--- config.mk ---
export PLATFORM = sky130hd
export DESIGN_NAME = enc16_req
export DESIGN_NICKNAME = d
export VERILOG_FILES = /design/src/rtl/enc16_req.sv
export SDC_FILE = /design/constraint.sdc
export NUM_CORES = 1
export LEC_CHECK = 0
export ABC_CLOCK_PERIOD_IN_PS = 2700
export CAP_MARGIN = 40
export CORE_MARGIN = 3
export CORE_UTILIZATION = 44
export DETAILED_ROUTE_END_ITERATION = 8
export HOLD_SLACK_MARGIN = 0.05
export PLACE_DENSITY = 0.77
export SYNTH_ARGS = -nofsm -noshare
export SYNTH_HDL_FRONTEND = slang
export SYNTH_SLANG_ARGS = --single-unit
--- constraint.sdc ---
create_clock -name clk -period 2.7 [get_ports clk]
set_clock_uncertainty 0.2 [all_clocks]
set_input_delay 0.54 -clock clk [delete_from_list [all_inputs] [get_ports clk]]
set_output_delay 0.54 -clock clk [all_outputs]
set_load 0.05 [all_outputs]
--- src/rtl/enc16_req.sv ---
// enc16_req: registered 16-to-4 request encoder with valid/ack handshake.
// Ports: clk, rst_n, en, req[15:0], ack -> code[3:0], valid, err, pend[15:0].
module enc16_req (
  input  logic        clk,
  input  logic        rst_n,
  input  logic        en,
  input  logic [15:0] req,
  input  logic        ack,
  output logic [3:0]  code,
  output logic        valid,
  output logic        err,
  output logic [15:0] pend
);

  localparam logic [0:0] IDLE = 1'b0;
  localparam logic [0:0] HOLD = 1'b1;

  logic [0:0]  r_state;
  logic [3:0]  r_code;
  logic        r_err;
  logic [15:0] r_pend;

  logic [15:0] w_clr;
  logic [15:0] w_set;
  logic [3:0]  w_low;
  logic        w_multi;

  // Only an accepted handshake clears its bit.
  assign w_clr = (r_state == HOLD && ack) ? (16'h0001 << r_code) : 16'h0000;
  assign w_set = en ? req : 16'h0000;

  // req & (req-1) is nonzero iff two or more bits are set.
  assign w_multi = en && ((req & (req - 16'h0001)) != 16'h0000);

  // Scan from the top so the lowest set index wins.
  always_comb begin
    w_low = 4'h0;
    for (int i = 15; i >= 0; i--) begin
      if (r_pend[i]) w_low = 4'(i);
    end
  end

  always_ff @(posedge clk or negedge rst_n) begin
    if (!rst_n) begin
      r_state <= IDLE;
      r_code  <= 4'h0;
      r_err   <= 1'b0;
      r_pend  <= 16'h0000;
    end else begin
      // Set after clear: a re-request in the ack cycle stays pending.
      r_pend <= (r_pend & ~w_clr) | w_set;
      r_err  <= w_multi;
      unique case (r_state)
        IDLE: begin
          if (r_pend != 16'h0000) begin
            r_code  <= w_low;
            r_state <= HOLD;
          end
        end
        HOLD: begin
          if (ack) r_state <= IDLE;
        end
        default: r_state <= IDLE;
      endcase
    end
  end

  assign code  = r_code;
  assign valid = (r_state == HOLD);
  assign err   = r_err;
  assign pend  = r_pend;

endmodule

==> metrics <==
Starting Density 47.56%; pwr dens 768.3 nW/um^2; initial antenna violation count 0; Worst R2R Start pend[10]; Net Sw Frac 46.57%; Synth area leader dfrtp_1; Clk pwr share 13.8%; count of cell types in the netlist 32; top cells by area, synth dfrtp_1 (45%), nand2_1 (8.3%), o21ai_0 (6.1%), o31ai_1 (3.7%), a22o_1 (3.6%); ant diodes 0; P_sw 0.6276 mW; Final Power 1.348 mW; ANT nets after route 0; worst min-delay path class reg2reg; Die X 58.68 um; clock buffer depth 2; CP Capture Type flop; placed cells 219; DP Area 1718 um^2; crit-path max FO 3; placer congestion estimate 0.8076; number of I/O port buffers 41; Post-CTS Resized 0; status completed; P&R area growth vs syn 43.65%; Hold Path Stages 1; worst path arrival time 2.57 ns; CTS H-tree lvls 1; Seq/Total Area, Yosys 45.08%; num ports 42; largest net degree at the start of global routing 23; RSZ-0062 raised after global routing false; Die Height 58.68 um; Critical R2R Capture code[1]; CTS root buffer clkbuf_4; flop2flop setup slack 0.70 ns; Logic pwr share 47.9%; nets 214; max_cap viols 0; fraction of layout cells with a size suffix above 1 8.290%; Mapped Area 1221 um^2; Final Cycle Share 94.75%; Finished Layout Cells 223; syn nets 164; Lkg Pwr 0.6850 nW; DR pass1 iterations 4; overall routed net length 3.498 mm; synthesized area per cell 8.480 um^2; DR DRC count 0; WL/cell 15.69 um; top cell type's share of synthesized area 45.08%; ys async rst share 100.0%; WP data required 2.71 ns; first-pass GRT wire length 5.899 mm; row cnt 18; gr ovfl total 0; Die ar. 3443 um^2; Skew-Pair Late Insertion Delay 0.31 ns; Design Area, Final 1754 um^2; FMAX 0.3909 GHz; half-perimeter wire length after placement 2.762 mm; CP Class in2reg; Tmin final 2.558 ns; worst vdd ir 0.6517 mV; Critical Path Sink err; Slew HR 62.33%; DR iter-0 viols 58; CTS Buf Count 3; worst-case reg-to-reg path depth 5; Clock transition at path regs 0.13 ns; most frequent cell after synthesis nand2_1; Setup Buffers After CTS 0; Seq cells post-synth 22; Main synth FF type dfrtp_1; startpoint types primary input; final slew viol count 0; EDFF count, synth 0; vias per cell 5.821; commonest cells in the netlist nand2_1 (27), dfrtp_1 (22), o21ai_0 (15), nor2_1 (11), nor3_1 (8); Synth Instances 144; CORE AREA 2567 um^2; Hold Vio Cnt, Final 0; total number of vias 1,298; vias in the first global route 1,268; Final setup viols 0; CTS tree yes; Worst-Margin Slew 0.5633 ns; Sequential Power Share 38.2%; synth warn 0; CTS sink count 22; CTS Hold Bufs 0; CP Launch Point req[2]; GR Util All Layers 22.42%; Pint 0.7201 mW
cells by family after synthesis:
logic type | share of synthesized area, %
AND/OR/NAND/NOR | 25.41
AO/OA/AOI/OAI | 25.51
flip-flops | 45.08
buffers and inverters | 3.074
adder cells (fa/ha/maj) | 0.9221
per-layer routing:
metal	global-route usage [%]	routed length (um)	share of wire (%)
met5	0	0	0
met4	5.825	25	0.71
met3	4.167	284	8.1
met2	36.36	1654	47
met1	30.96	1534	44
power groups by stage:
stage,registers (mW),logic (mW),clock network (mW)
after floorplan,0.717,0.193,0
after global placement,0.518,0.639,0
after detailed placement,0.521,0.647,0
after CTS,0.514,0.649,0.192
after global routing,0.530,0.690,0.200
final,0.515,0.646,0.186
worst min-delay path by stage:
stage | startpoint | endpoint | slack (ns)
2_1_floorplan | rst_n | code[0] | 0.04
3_3_place_gp | pend[0] | code[0] | 0.34
3_5_place_dp | pend[0] | code[0] | 0.32
4_1_cts | pend[0] | code[0] | 0.35
5_1_grt | rst_n | pend[14] | 0.37
6_report | pend[0] | code[0] | 0.35
metrics by stage:
stage | util (%) | hold WS (ns) | setup TNS (ns) | setup slack [ns]
6_report | 68.32 | 0.3504 | 0 | 0.1418
5_1_grt | 68.32 | 0.3710 | 0 | 0.01681
4_1_cts | 68.32 | 0.3455 | 0 | 0.1367
3_5_place_dp | 66.91 | 0.3243 | -0.2093 | -0.2093
3_3_place_gp | 66.91 | 0.3357 | -0.1129 | -0.1129
2_1_floorplan | - | 0.04441 | 0 | 0.3249
registers in the layout (all words and copies together), names as in the netlist:
name and flops:
code 4, err 1, pend 16, valid 1
worst max-delay path, cell delays in order:
cell and delay (ns):
clkdlybuf4s50_1 0.43, or3_4 0.40, or4_4 0.44, a2111oi_0 0.37
a21oi_1 0.07, o31a_1 0.30
layout make-up:
type                       count  area (um^2)
clock buffer                   4        36.28
multi-input combinational    112        633.1
timing repair buffer          50        478.0
inverter                       5        18.77
tap                           30        37.54
sequential                    22        550.5
fill                         219        813.3
cells in the final DEF (no fill, tap or decap), types with 3 or more instances in the layout:
cell type / count
a21oi_1: 7
buf_4: 9
inv_1: 5
nand2_1: 27
nor2_1: 11
dfrtp_1: 22
nor3_1: 8
clkbuf_4: 3
clkdlybuf4s50_1: 41
a211oi_1: 3
o21ai_0: 15
nand2b_1: 4
a22o_1: 5
o31ai_1: 6
Note: power is estimated with default switching activity, not from simulation.
